==> src/rtl/muldiv_unit.sv <==
// muldiv_unit: iterative RV32M multiply/divide unit.
// Shift-add multiply and restoring divide, one bit per cycle, operating on
// operand magnitudes with a final sign fix-up. Divide-by-zero and signed
// overflow finish through a single-cycle fast path.
module muldiv_unit #(
  parameter int DATA_WIDTH    = 32,
  parameter int CONTROL_WIDTH = 3
) (
  input  logic                     clk,
  input  logic                     rst_n,
  input  logic                     Flush,
  input  logic                     Start,
  input  logic [CONTROL_WIDTH-1:0] MulDivControl,
  input  logic [DATA_WIDTH-1:0]    SrcA,
  input  logic [DATA_WIDTH-1:0]    SrcB,
  output logic                     Busy,
  output logic                     Done,
  output logic [DATA_WIDTH-1:0]    Result
);

  localparam int W  = DATA_WIDTH;
  localparam int CW = $clog2(W + 1);

  typedef enum logic [1:0] {IDLE = 2'b00, CALC = 2'b01, DONE = 2'b10} state_e;

  function automatic logic [W-1:0] neg_w(input logic [W-1:0] v);
    return ~v + {{(W-1){1'b0}}, 1'b1};
  endfunction

  function automatic logic [2*W-1:0] neg_2w(input logic [2*W-1:0] v);
    return ~v + {{(2*W-1){1'b0}}, 1'b1};
  endfunction

  state_e                   state_q;
  logic [2:0]               op_q;
  logic [W-1:0]             a_q, b_q, result_q;
  logic [2*W-1:0]           acc_q;
  logic                     neg_q, busy_q, done_q;
  logic [CW-1:0]            cnt_q;

  logic [2:0]               op_s;
  logic                     a_neg_s, b_neg_s, sign_d, fast_s;
  logic [W-1:0]             a_mag_s, b_mag_s, fast_res_s, final_d, div_val_s;
  logic [2*W-1:0]           acc_init_d, acc_d, mul_next_s, div_next_s, prod_s;
  logic [W:0]               mul_sum_s, div_diff_s;

  assign op_s = MulDivControl[2:0];

  // Accept-time decode: operand magnitudes, result sign and fast-path result
  always_comb begin
    // MULHU/DIVU/REMU are unsigned in both; MULHSU signed only in A
    a_neg_s = SrcA[W-1] & ~((op_s == 3'b011) | (op_s == 3'b101) | (op_s == 3'b111));
    b_neg_s = SrcB[W-1] & ~((op_s == 3'b010) | (op_s == 3'b011) |
                            (op_s == 3'b101) | (op_s == 3'b111));
    a_mag_s = a_neg_s ? neg_w(SrcA) : SrcA;
    b_mag_s = b_neg_s ? neg_w(SrcB) : SrcB;
    // remainder follows the dividend; quotient and product follow the XOR
    if (op_s[2] && op_s[1]) begin
      sign_d = a_neg_s;
    end else begin
      sign_d = a_neg_s ^ b_neg_s;
    end
    if (op_s[2]) begin
      acc_init_d = {{W{1'b0}}, a_mag_s};
    end else begin
      acc_init_d = {{W{1'b0}}, b_mag_s};
    end
    fast_s = 1'b0;
    fast_res_s = {W{1'b0}};
    if (op_s[2] && (SrcB == {W{1'b0}})) begin
      fast_s = 1'b1;
      fast_res_s = op_s[1] ? SrcA : {W{1'b1}};
    end else if (op_s[2] && !op_s[0] && (SrcA == {1'b1, {(W-1){1'b0}}}) &&
                 (SrcB == {W{1'b1}})) begin
      fast_s = 1'b1;
      fast_res_s = op_s[1] ? {W{1'b0}} : {1'b1, {(W-1){1'b0}}};
    end else begin
      fast_s = 1'b0;
      fast_res_s = {W{1'b0}};
    end
  end

  // One iteration step and the final sign fix-up / half selection
  always_comb begin
    // multiply: add multiplicand into the high half when LSB set, then shift right
    mul_sum_s  = {1'b0, acc_q[2*W-1:W]} + {1'b0, (acc_q[0] ? a_q : {W{1'b0}})};
    mul_next_s = {mul_sum_s, acc_q[W-1:1]};
    // divide: shift {rem,quo} left, trial-subtract the divisor from the top
    div_diff_s = acc_q[2*W-1:W-1] - {1'b0, b_q};
    if (!div_diff_s[W]) begin
      div_next_s = {div_diff_s[W-1:0], acc_q[W-2:0], 1'b1};
    end else begin
      div_next_s = {acc_q[2*W-2:W-1], acc_q[W-2:0], 1'b0};
    end
    acc_d = op_q[2] ? div_next_s : mul_next_s;
    prod_s = neg_q ? neg_2w(acc_q) : acc_q;
    div_val_s = op_q[1] ? acc_q[2*W-1:W] : acc_q[W-1:0];
    if (op_q[2]) begin
      final_d = neg_q ? neg_w(div_val_s) : div_val_s;
    end else if (op_q[1:0] == 2'b00) begin
      final_d = prod_s[W-1:0];
    end else begin
      final_d = prod_s[2*W-1:W];
    end
  end

  // Control FSM with datapath registers and registered Busy/Done/Result
  always_ff @(posedge clk or negedge rst_n) begin
    if (!rst_n) begin
      state_q  <= IDLE;
      op_q     <= 3'b000;
      a_q      <= {W{1'b0}};
      b_q      <= {W{1'b0}};
      acc_q    <= {(2*W){1'b0}};
      neg_q    <= 1'b0;
      cnt_q    <= {CW{1'b0}};
      busy_q   <= 1'b0;
      done_q   <= 1'b0;
      result_q <= {W{1'b0}};
    end else if (Flush) begin
      state_q <= IDLE;
      busy_q  <= 1'b0;
      done_q  <= 1'b0;
    end else begin
      case (state_q)
        IDLE, DONE: begin
          if (Start) begin
            op_q  <= op_s;
            a_q   <= a_mag_s;
            b_q   <= b_mag_s;
            acc_q <= acc_init_d;
            neg_q <= sign_d;
            cnt_q <= CW'(W);
            if (fast_s) begin
              result_q <= fast_res_s;
              state_q  <= DONE;
              busy_q   <= 1'b0;
              done_q   <= 1'b1;
            end else begin
              state_q <= CALC;
              busy_q  <= 1'b1;
              done_q  <= 1'b0;
            end
          end else begin
            state_q <= IDLE;
            busy_q  <= 1'b0;
            done_q  <= 1'b0;
          end
        end
        CALC: begin
          if (cnt_q != {CW{1'b0}}) begin
            acc_q <= acc_d;
            cnt_q <= cnt_q - {{(CW-1){1'b0}}, 1'b1};
          end else begin
            result_q <= final_d;
            state_q  <= DONE;
            busy_q   <= 1'b0;
            done_q   <= 1'b1;
          end
        end
        default: begin
          state_q <= IDLE;
          busy_q  <= 1'b0;
          done_q  <= 1'b0;
        end
      endcase
    end
  end

  assign Busy   = busy_q;
  assign Done   = done_q;
  assign Result = result_q;

endmodule

==> config.mk <==
export PLATFORM = sky130hd
export DESIGN_NAME = muldiv_unit
export DESIGN_NICKNAME = d
export VERILOG_FILES = /design/src/rtl/muldiv_unit.sv
export SDC_FILE = /design/constraint.sdc
export NUM_CORES = 1
export LEC_CHECK = 0
export CAP_MARGIN = 20
export CORE_MARGIN = 1
export CORE_UTILIZATION = 55
export CTS_CLUSTER_DIAMETER = 100
export DETAILED_ROUTE_END_ITERATION = 7
export PLACE_DENSITY = 0.76
export SLEW_MARGIN = 15
export SYNTH_ARGS = -nofsm -noshare
export SYNTH_HDL_FRONTEND = slang
export SYNTH_SLANG_ARGS = --single-unit
==> constraint.sdc <==
create_clock -name clk -period 5.9 [get_ports clk]
set_clock_uncertainty 0.1 [all_clocks]
set_input_delay 1.18 -clock clk [delete_from_list [all_inputs] [get_ports clk]]
set_output_delay 1.18 -clock clk [all_outputs]
set_load 0.02 [all_outputs]
After elaboration in Yosys (flattened, before gate mapping)
Cells that the tools add are included.
Word-level totals
  logic and storage cells: 103
  RAM bits: 0
  bits in read-only memories: 0
  latch bits: 0
  flip-flop bits (word level): 174
  memories kept: 0
Operators by class
  divide/modulo/power cells: 0
  $add $sub $neg: 7
  equality and inequality tests: 13
  muxes and demuxes: 43
  magnitude comparators: 0
  reductions and logical operators: 15
  $mul: 0
  shift-type cells: 0
  bitwise logic cells: 15
Operators with widths (number)
  $mux W32: 15
  $mux W64: 5
  $pmux W64 S2: 1
  $add A32 B1 Y32 const B: 3
  $not A32 Y32: 3
  $add A64 B1 Y64 const B: 1
  $eq A32 B32 Y1 const B: 2
  $not A64 Y64: 1
  $pmux W32 S2: 1
  $add A32 B32 Y33: 1
  $sub A33 B32 Y33: 1
  $logic_not A32 Y1: 1
  $mux W6: 2
  $pmux W6 S2: 1
  $mux W1: 11
  $mux W2: 4
  $ne A2 B2 Y1 const B: 4
  $eq A3 B2 Y1 const B: 2
  $eq A3 B3 Y1 const B: 2
  $reduce_bool A6 Y1: 1
  $sub A6 B1 Y6 const B: 1
  $logic_and A1 B1 Y1: 5
  $or A1 B1 Y1: 5
  $reduce_and A5 Y1: 1
  14 further kinds: 19

Longest topological paths before layout
Gate-level depths: netlist (run 1).
  depth after elaboration: 10
  depth in mapped cells: 16

Worst setup path after synthesis (run 1)
No wires, ideal clock.
  path kind: reg-to-reg
  from: reg op_q[1]
  to: reg result_q[12] (netlist: Result[12])
  data arrival time: 3567 ps
  buffers on the path: 6
  cell stages (with the launch flop): 17
  setup slack: 2151 ps
  clock period less this slack: 3749 ps
  cell sequence: dfrtp_1 > buf_2 > buf_2 > buf_2 > buf_2 > buf_2 > buf_2 > mux2i_1 > ha_1 > o21ai_0 > or3_1 > or3_1 > nand2_1 > xnor2_1 > a22o_1 > nand2_1 > a31oi_1
On the way
  longest elaborated chain between the ends: 7
RTL lines
  start: declaration: line 35  | logic [2:0] op_q;
  start signal: assignment: line 128  | op_q <= op_s;
  $mux W32: line 97  | div_val_s = op_q[1] ? acc_q[2*W-1:W] : acc_q[W-1:0];
  $not A32 Y32: line 27  | return ~v + {{(W-1){1'b0}}, 1'b1};
  $add A32 B1 Y32: line 27
  $mux W32: line 99  | final_d = neg_q ? neg_w(div_val_s) : div_val_s;
  $mux W32 *: line 98  | if (op_q[2]) begin
  $mux W32 *: line 151  | if (cnt_q != {CW{1'b0}}) begin
  $pmux W32 S2 *: line 125  | case (state_q)
  end signal: assignment: line 119  | result_q <= {W{1'b0}};
  end signal: assignment: line 135  | result_q <= fast_res_s;
  end signal: assignment: line 155  | result_q <= final_d;
  end: declaration: line 36  | logic [W-1:0] a_q, b_q, result_q;
Mark *: on every way between the ends. The rest lies on a longest branch, timed or not. The select of a mux whose other input is x is not followed.
A chain may end at the register's enable or synchronous reset.

Final worst setup path (run 1)
  from: in SrcB[0]
  to: reg result_q[2] (netlist: Result[2])
On the way
  longest elaborated chain between the ends: 7
RTL lines
  start: declaration: line 15  | input logic [DATA_WIDTH-1:0] SrcB,
  $eq A32 B32 Y1: line 74  | (SrcB == {W{1'b1}})) begin
  $logic_and A1 B1 Y1: line 73  | end else if (op_s[2] && !op_s[0] && (SrcA == {1'b1, {(W-1){1'b0}}}) &&
  $mux W32: line 73
  $mux W32: line 70  | if (op_s[2] && (SrcB == {W{1'b0}})) begin
  $mux W32: line 134  | if (fast_s) begin
  $mux W32: line 127  | if (Start) begin
  $pmux W32 S2: line 125
Several ways; a longest one is shown, not always the timed one. The select of a mux whose other input is x is not followed.

==> out/results.env, run 1 <==
STATUS='finished, final reports clean'
DP_WORST_SETUP_SLACK_NS=1.01
TOTAL_POWER_mW=9.33
P_LEAK_nW=7.73
SYNTH.TOP_CELLS.BY_COUNT='sky130_fd_sc_hd__o21ai_0, sky130_fd_sc_hd__nand2_1, sky130_fd_sc_hd__dfrtp_1'
SYNTHESIS.AREA_UM2=16800
LAYOUT_WORST_PATH_CYCLE_SHARE=0.785
YS_WARN_COUNT=0
NUMPLACEDINSTANCES=2522
LAYOUTNONFILLERINSTCOUNT=2556
AVGROUTEDWIREPERCELL_UM=24.0
POST_DRT_VIA_CELL_RATIO=6.66
SYNTH_LARGEST_TYPE_AREA_FRACTION=0.256
ANT_NETS=0
SYNTH.LARGEST_AREA_CELL='sky130_fd_sc_hd__dfrtp_1'
WORST_PATH_MAX_DELAY_CELL='sky130_fd_sc_hd__nor4_1'
SLEW_LIMIT_HEADROOM=0.266
SYNTH_MOST_COMMON_CELL='sky130_fd_sc_hd__o21ai_0'
FINAL.HOLD.WORST_SLACK_NS=0.383
SYN-MEAN-INSTANCE-AREA_UM2=7.84
PLACE.GP.CONGESTION=0.992
ANTENNA-DIODE-COUNT=0
DESIGN.DIE.AREA_UM2=31300
AREA.SEQUENTIAL_UM2=4310
GRT.OVERFLOW.TOTAL=0
NUM-NETS-FINAL=2297
CRIT_PATH_MAX_FANOUT=37
CRITPATHMAXSTAGEDELAY_NS=0.79
SYNTH_NETS=2291
CTS_HOLD_BUFFERS=0
POST-ROUTE-WORST-SETUP-SLACK_NS=1.27
HOLD_VIOLATIONS=0
YOSYSSEQAREASHARE=0.256
SETUP_TNS_AFTER_FINAL_LAYOUT_NS=0
WORST_SKEW_PAIR.LATE_LATENCY_NS=0.47
ENDPOINT_KIND='register'
MULTI_INPUT_AREA_UM2=11500
POST_SYNTH_EDFFS=0
HTREE_LEVELS=4
NUMCTSBUFFERS=17
DRTPASS1ITERATIONS=6
CRITICAL_PATH.CELL_CHAIN='clkdlybuf4s50_1 -> ha_1 -> nand4b_1 -> nor4_1 -> buf_4 -> nand4_1 -> o2bb2ai_2 -> nand2_1 -> nand2_2 -> nor2_1 -> a21oi_1'
GLOBAL_ROUTE_WIRE_LENGTH_BEFORE_REPAIR_UM=93300
CTS.SINK_COUNT=172
ROUTED_WL_UM=61300
DESIGN.CORE.AREA_UM2=29900
TIMING.FMAX_GHz=0.216
SYN_TO_FINAL_GROWTH_PCT=9.13
WORSTSETUPSTARTPOINTTYPE='input pin'
LARGEST_CELLS_BY_AREA_AFTER_SYNTHESIS='sky130_fd_sc_hd__dfrtp_1, sky130_fd_sc_hd__o21ai_0, sky130_fd_sc_hd__mux2i_1'
PLACE.PORT_BUFFERS=104
WORSTPATHARRIVAL_NS=4.91
CLK_TRANSITION_REPORTED_PATHS_NS=0.07
INITIAL_UTILIZATION=0.563
YS_SEQ_ELEMENTS=172
MAXCAPVIOLATIONS=0
GRTUSAGETOTAL=0.396
SLEW_WORST_PIN_NS=1.09
MAXSLEWVIOLCOUNT=0
N_FILL_CELL=2763
WORST_IR_DROP_VDD_V=0.000263
LAYOUT-DRIVE-GT1-SHARE=0.0637
POSTSYNTH.TOPFLOPCELL='sky130_fd_sc_hd__dfrtp_1'
DR_TOTAL_VIAS=17000
FINAL.MIN_CLOCK_PERIOD_NS=4.63
FP.DIEW_UM=177
INITIAL_ANTENNA_VIOLATION_COUNT=0
WORSTSETUPPATHTYPE='input pin to register'
HOLD_PATH.CLASS='register to register'
MAX-CLOCK-PATH-BUFFERS=2
GRT_MAX_DEGREE=114
CTS_POST_SETUP_BUFFERS_INSERTED=0
SETUP_VIOLATIONS=0
FIRST_GLOBAL_VIAS=15800
POSTSYNTHCELLCOUNT=2147
DPL.HPWL_UM=46700
ASYNCSETRESETFLOPFRACSYNTH=1.00
SYNTH_CELL_TYPE_COUNT=99
RSZ_0062_RAISED_AFTER_GLOBAL_ROUTING='no'
FLOORPLAN.IO_PINS=105
DRT-INITIAL-DRC-COUNT=1884
DIE_H_UM=177
STD_CELL_ROWS=63
DRCVIOLATIONCOUNT=0
TRITONCTS='done'
CTS_ROOT_BUFFER='sky130_fd_sc_hd__clkbuf_16'
PWR_DENSITY_CELL_nW_PER_UM2=508
CRITICAL_PATH_REQUIRED_NS=6.18
POST_CTS_RESIZED=0
[worst max-delay path: cells and delay by family]
| kind | cells | cell delay (ns) |
|---|---|---|
| buffers and inverters | 2 | 0.88 |
| adders and majority gates | 1 | 0.34 |
| AOI/OAI and AO/OA | 2 | 0.42 |
| and+or+nand+nor | 6 | 2.05 |
[final timing paths]
path                                  startpoint                endpoint  slack, ns  depth (start not counted)
max                                      SrcB[0]   Result[2]$_DFFE_PN0P_       1.27                         11
min                           b_q[7]$_DFFE_PN0P_      b_q[7]$_DFFE_PN0P_       0.38                          2
max reg2reg                acc_q[31]$_DFFE_PN0P_   acc_q[33]$_DFFE_PN0P_       1.41                         14
min reg2reg                   b_q[7]$_DFFE_PN0P_      b_q[7]$_DFFE_PN0P_       0.38                          2
max in group asynchronous                  rst_n   acc_q[34]$_DFFE_PN0P_       4.05                          2
min in group asynchronous                  rst_n  Result[21]$_DFFE_PN0P_       0.59                          1
[area by class of cell]
type,count,share of cell area
repair buffers,129,0.0678
clock buffers,19,0.0247
inverters,76,0.0155
multi-input cells,1757,0.626
clock inverters,13,0.00504
flip-flops and latches,172,0.235
well taps,390,0.0266
[layout by cell type, fill, tap and decap left out, types with 15 or more instances in the layout]
cell type	netlist	routed
sky130_fd_sc_hd__a21o_1	29	29
sky130_fd_sc_hd__a21oi_1	165	165
sky130_fd_sc_hd__a31oi_1	20	20
sky130_fd_sc_hd__and2_1	47	47
sky130_fd_sc_hd__and3_1	15	15
sky130_fd_sc_hd__buf_4	3	23
sky130_fd_sc_hd__clkbuf_16	0	17
sky130_fd_sc_hd__clkdlybuf4s50_1	2	102
sky130_fd_sc_hd__dfrtp_1	172	169
sky130_fd_sc_hd__ha_1	71	71
sky130_fd_sc_hd__inv_1	75	75
sky130_fd_sc_hd__mux2i_1	94	94
sky130_fd_sc_hd__nand2_1	237	236
sky130_fd_sc_hd__nand2b_1	22	21
sky130_fd_sc_hd__nand3_1	27	27
sky130_fd_sc_hd__nand4_1	18	18
sky130_fd_sc_hd__nor2_1	154	153
sky130_fd_sc_hd__nor3_1	61	61
sky130_fd_sc_hd__o211ai_1	15	15
sky130_fd_sc_hd__o21ai_0	259	259
sky130_fd_sc_hd__o31ai_1	30	30
sky130_fd_sc_hd__o41ai_1	16	16
sky130_fd_sc_hd__or3_1	15	15
sky130_fd_sc_hd__xnor2_1	107	107
sky130_fd_sc_hd__xor2_1	95	95
[per-layer routing]
| metal | share of wire | track usage |
|---|---|---|
| met5 | 0 | 0 |
| met4 | 0.048 | 0.200 |
| met3 | 0.087 | 0.0573 |
| met2 | 0.45 | 0.615 |
| met1 | 0.42 | 0.535 |
[state kept, by name, summed over array words and instances, names as in the netlist]
signal	count
cnt_q	6
state_q	1
a_q	32
Result	32
b_q	32
Busy	1
neg_q	1
op_q	3
acc_q	64
[metrics by stage]
step,utilization,area (µm²)
after floorplan,-,16800
after global placement,0.596,17800
after detailed placement,0.596,17800
after CTS,0.614,18300
after global routing,0.615,18400
final,0.615,18400
[logic make-up (layout without fill, tap and decap cells)]
kind of cell	Yosys count	count (layout)	share of synthesized area
xor gates and xnor gates	202	202	0.105
and+or+nand+nor	691	691	0.205
AOI/OAI and AO/OA	684	684	0.251
adders and majority gates	73	73	0.0552
DFF	172	172	0.256
muxes	107	107	0.0646
buffers and inverters	218	237	0.0630
[power breakdown]
part / switching [mW] / internal, mW
sequential: 0.901 / 1.61
combinational: 3.35 / 2.36
clock: 0.548 / 0.562
total: 4.80 / 4.53
No activity file was read; power rests on OpenSTA's default activity.
==> run 2, diff against run 1 <==
- PLACE_DENSITY: 0.76 -> 0.79
- clock period: 5.9 -> 4.1 ns (I/O delays scaled with it)
==> out/results.env, run 2 (synthesis gave the netlist of run 1 again) <==
FINAL.MIN_CLOCK_PERIOD_NS=3.86
DESIGN.DIE.AREA_UM2=31300  # unchanged
DESIGN.CORE.AREA_UM2=29900  # unchanged
STD_CELL_ROWS=63  # unchanged
DIE_H_UM=177  # unchanged
FINAL_CORE_UTILIZATION=0.637  # was 0.615
DP_WORST_SETUP_SLACK_NS=0.0185  # was 1.01 ns
LAYOUT-DRIVE-GT1-SHARE=0.0938  # was 0.0637
WORST_SKEW_PAIR.LATE_LATENCY_NS=0.46  # was 0.47 ns
HOLD_PATH.CLASS='input pin to async pin'  # was register to register
CTS.SINK_COUNT=172  # unchanged
NUMCTSBUFFERS=17  # unchanged
HOLD_VIOLATIONS=0  # unchanged
PLACE.GP.CONGESTION=1.03  # was 0.992
SLEW_LIMIT_HEADROOM=0.459  # was 0.266
CTS_ROOT_BUFFER='sky130_fd_sc_hd__clkbuf_16'  # unchanged
GRT_MAX_DEGREE=106  # was 114
MOSTFREQUENTLAYOUTCELLS='sky130_fd_sc_hd__o21ai_0, sky130_fd_sc_hd__nand2_1, sky130_fd_sc_hd__dfrtp_1'  # unchanged
P_LEAK_nW=8.14  # was 7.73 nW
WORSTPATHARRIVAL_NS=4.09  # was 4.91 ns
SETUP_TNS_AFTER_FINAL_LAYOUT_NS=0  # unchanged
STATUS='finished, final reports clean'  # unchanged
CRIT_PATH_MAX_FANOUT=7  # was 37
ENDPOINT_KIND='register'  # unchanged
TRITONCTS='done'  # unchanged
DR_TOTAL_VIAS=17300  # was 17000
LAYOUT_WORST_PATH_CYCLE_SHARE=0.941
FLOORPLAN.IO_PINS=105  # unchanged
GLOBAL_ROUTE_WIRE_LENGTH_BEFORE_REPAIR_UM=93900  # was 93300 µm
NUM-NETS-FINAL=2370  # was 2297
DRT-INITIAL-DRC-COUNT=2283  # was 1884
TIMING.FMAX_GHz=0.259
GRT.OVERFLOW.TOTAL=0  # unchanged
DPL.HPWL_UM=47400  # was 46700 µm
ROUTED_WL_UM=61900  # was 61300 µm
FP.DIEW_UM=177  # unchanged
PWR_DENSITY_CELL_nW_PER_UM2=724  # was 508 nW/µm²
SETUP_VIOLATIONS=0  # unchanged
DRCVIOLATIONCOUNT=0  # unchanged
FINAL.HOLD.WORST_SLACK_NS=0.185  # was 0.383 ns
LAYOUT_COMMONEST_CELL='sky130_fd_sc_hd__o21ai_0'  # unchanged
CRITICAL_PATH_REQUIRED_NS=4.34  # was 6.18 ns
POST_CTS_RESIZED=0  # unchanged
CLK_TRANSITION_REPORTED_PATHS_NS=0.08  # was 0.07 ns
POST_DRT_VIA_CELL_RATIO=6.57  # was 6.66
MAXCAPVIOLATIONS=0  # unchanged
WORSTSETUPSTARTPOINTTYPE='input pin'  # unchanged
MAXSLEWVIOLCOUNT=0  # unchanged
FIRST_GLOBAL_VIAS=16200  # was 15800
LARGEST_REGISTER_FFS=64  # unchanged
INITIAL_UTILIZATION=0.563  # unchanged
WORSTSETUPPATHTYPE='input pin to register'  # unchanged
CTS_POST_SETUP_BUFFERS_INSERTED=0  # unchanged
SLEW_WORST_PIN_NS=0.803  # was 1.09 ns
AVGROUTEDWIREPERCELL_UM=23.6  # was 24.0 µm
HTREE_LEVELS=4  # unchanged
WORST_IR_DROP_VDD_V=0.000374  # was 0.000263 V
DRTPASS1ITERATIONS=6  # unchanged
PLACE.PORT_BUFFERS=104  # unchanged
ANTENNA-DIODE-COUNT=0  # unchanged
POST-ROUTE-WORST-SETUP-SLACK_NS=0.241  # was 1.27 ns
MAX-CLOCK-PATH-BUFFERS=2  # unchanged
CTS_HOLD_BUFFERS=0  # unchanged
RSZ_0062_RAISED_AFTER_GLOBAL_ROUTING='no'  # unchanged
INITIAL_ANTENNA_VIOLATION_COUNT=0  # unchanged
ANT_NETS=0  # unchanged
MAX_FLOP_REGISTER='acc_q'  # unchanged
SYN_TO_FINAL_GROWTH_PCT=13.1  # was 9.13%
GRTUSAGETOTAL=0.398  # was 0.396
-- run 2: cell types whose count changed in the layout (fill, tap and decap cells not counted), sizes merged --
| cell | change |
|---|---|
| clkinv | -5 |
| inv | +6 |
| clkbuf | -2 |
| buf | +73 |
| bufinv | +1 |
-- run 2: final timing paths --
kind                                       from  slack [ns]                    end  cells after the start
hold reg to reg              a_q[0]$_DFFE_PN0P_        0.38     a_q[0]$_DFFE_PN0P_                      2
setup / recovery                        SrcB[2]        0.24  acc_q[27]$_DFFE_PN0P_                      9
hold / removal                            rst_n        0.18   cnt_q[4]$_DFFE_PN0P_                      1
max in group asynchronous                 rst_n        2.72  acc_q[36]$_DFFE_PN0P_                      3
min in group clk             a_q[0]$_DFFE_PN0P_        0.38     a_q[0]$_DFFE_PN0P_                      2
setup reg to reg           acc_q[0]$_DFFE_PN0P_        0.31  acc_q[60]$_DFFE_PN0P_                     11
-- run 2: worst max-delay path, cell delays in order --
cell and delay [ns]:
sky130_fd_sc_hd__clkdlybuf4s50_1 0.52, sky130_fd_sc_hd__or4_4 0.61, sky130_fd_sc_hd__nor4b_2 0.42, sky130_fd_sc_hd__and2_1 0.33, sky130_fd_sc_hd__nand3b_1 0.33, sky130_fd_sc_hd__o41ai_1 0.54, sky130_fd_sc_hd__xnor2_1 0.17, sky130_fd_sc_hd__a221oi_1 0.26
sky130_fd_sc_hd__o21ai_1 0.09
-- run 2: power by group --
part	switching, mW	leakage [nW]	total, mW	internal [mW]
sequential	0.957	2.19	3.27	2.31
combinational	5.15	5.66	8.77	3.62
clock	0.859	0.287	1.73	0.872
-- run 2: per-layer routing --
metal  vias up  GRT usage  wire length, µm
li1       7887          -                -
met1      8147      0.540            25400
met2      1042      0.617            27500
met3       187     0.0576             5960
met4         0      0.198             3070
met5         -          0                0
-- run 2: metrics by stage --
| step | power (mW) | std cells | instance area (µm²) |
|---|---|---|---|
| floorplan | 9.26 | 2147 | 16800 |
| global placement | 11.6 | 2596 | 18400 |
| detailed placement | 11.8 | 2596 | 18400 |
| CTS | 13.5 | 2628 | 19000 |
| global route | 14.6 | 2629 | 19000 |
| finish | 13.8 | 2629 | 19000 |
-- run 2: final cells by class --
| class | count | area, µm² |
|---|---|---|
| Tap cell | 390 | 488 |
| Clock buffer | 17 | 425 |
| Timing Repair Buffer | 202 | 1870 |
| Inverter | 76 | 285 |
| Multi-Input combinational cell | 1757 | 11500 |
| Sequential cell | 172 | 4310 |
| Clock inverter | 15 | 170 |
| Fill cell | 2647 | 10800 |
==> RTL change (flow settings as in run 2) <==
Encoding of `state_e`: now one-hot (3 bits for 3 states).
--- a/src/rtl/muldiv_unit.sv
+++ b/src/rtl/muldiv_unit.sv
@@ -22,5 +22,5 @@
   localparam int CW = $clog2(W + 1);
 
-  typedef enum logic [1:0] {IDLE = 2'b00, CALC = 2'b01, DONE = 2'b10} state_e;
+  typedef enum logic [2:0] {IDLE = 3'b001, CALC = 3'b010, DONE = 3'b100} state_e;
 
   function automatic logic [W-1:0] neg_w(input logic [W-1:0] v);
Behaviour: same outputs for any inputs over 4 cycles, from zero or initial values and one cycle with rst_n low; so few cycles prove little.
==> RTL change against run 2 <==
  * Register-to-register slack worse by 0.03 ns
  * Sequential cell count rose by 1
  * Final area up 0.26%
  * Setup slack better by 0.038 ns
  * Non-clock buffer count is 25 higher
  * Via count is 1.0% higher
  * Area after synthesis down 2.0%
  * Wire length fell by 3.1%
  * Critical endpoint is now acc_q[36]$_DFFE_PN0P_
  * Largest cell class unchanged
Power is not compared: it rests on default switching activity, and its combinational part moved more than twofold at a synthesized area within 25%.
==> RTL change: results (changes against run 2) <==
outcome=finished, final reports clean; worst relative slew slack=35.6% (-10 points); most area-consuming cells after synthesis=dfrtp_1 (26%), o21ai_0 (7.4%), nand2_1 (6.8%); Arr. time, crit path=4.06 ns (-0.03 ns); clock buffers=22 (+5); largest net degree at the start of global routing=77 (-27%); Detailed Place HPWL=46,000 um (-3.0%); Hold WS=0.257 ns (+0.0719 ns); vias in the first global route=16.5k (+2.0%); final net count=2,386 (+0.68%); pre-CTS WS=-0.0474 ns (-0.0659 ns); # fillers=2,609 (-1.4%); first-pass GRT wire length=93,700 um (-0.25%); multi-input combinational cell area=11,300 um2 (-2.1%); die area=30,700 um2 (-1.9%); fraction of area in registers=22.7% (+0.086 points); R2R cell count=13 (+2); clock share of power=24.1%; post-synth cell types=82 (-17%); Critical Path Start=acc_q[31]$_DFFE_PN0P_; switching share of power=40.9%; crit path capture=acc_q[36]$_DFFE_PN0P_; Seq/Total Area, Yosys=26.2% (+0.67 points); Final Non-Filler Cells=2,645 (+0.61%); Inverters excl. clock=81 (+6.6%); bufs w/o clock=227 (+12%); share of layout cells above drive strength 1=9.09% (-0.29 points); syn_area_per_cell=7.63 um2 (-2.7%); synth cell count leaders=nand2_1 (298), o21ai_0 (243), dfrtp_1 (172); gp weighted congestion=1.03 (-0.11%); all-layer global routing usage=39.5% (-0.27 points); post-route cell area=19,100 um2 (+0.26%); Net Count, Synth=2,306 (+0.65%); Cell Area, Placed=18,400 um2 (+0.16%); via-per-instance ratio=6.59 (+0.41%); clock network share of area=3.36% (+0.23 points); Synth Register Bits=173 (+0.58%); final period utilization=93.2% (-0.93 points); Multi-In Gates=1,742 (-0.85%); crit-path leading delay family=compound AO/OA/AOI/OAI gates
RTL change: cell count changes in the layout (fill, tap and decap cells not counted), moves of 20 or more:
cell / change
nor2_1: -20
nand2_1: +62
buf_4: +24
o221ai_1: +26
nor3_1: -28
mux2i_1: -26
RTL change: routing by layer:
metal | up-vias | wire length, um | track usage, %
met4 | 0 | 3710 | 23.9
met5 | - | 0 | 0
met1 | 8308 | 24100 | 51.0
li1 | 7922 | - | -
met2 | 986 | 26900 | 61.3
met3 | 224 | 5320 | 7.53
RTL change: cell families after synthesis:
group / after synthesis / share of synthesized area [%]
XOR/XNOR: 204 / 10.8
AO/OA/AOI/OAI: 689 / 26.5
adder cells (fa/ha/maj): 73 / 5.63
flip-flops: 173 / 26.2
multiplexers: 75 / 4.60
AND/OR/NAND/NOR: 701 / 20.5
buffers and inverters: 247 / 5.70
RTL change: timing repair:
action / in CTS / in global routing
gates resized for setup: 0 / 1
setup endpoints to repair: 0 / 2
hold buffers: 0 / 0
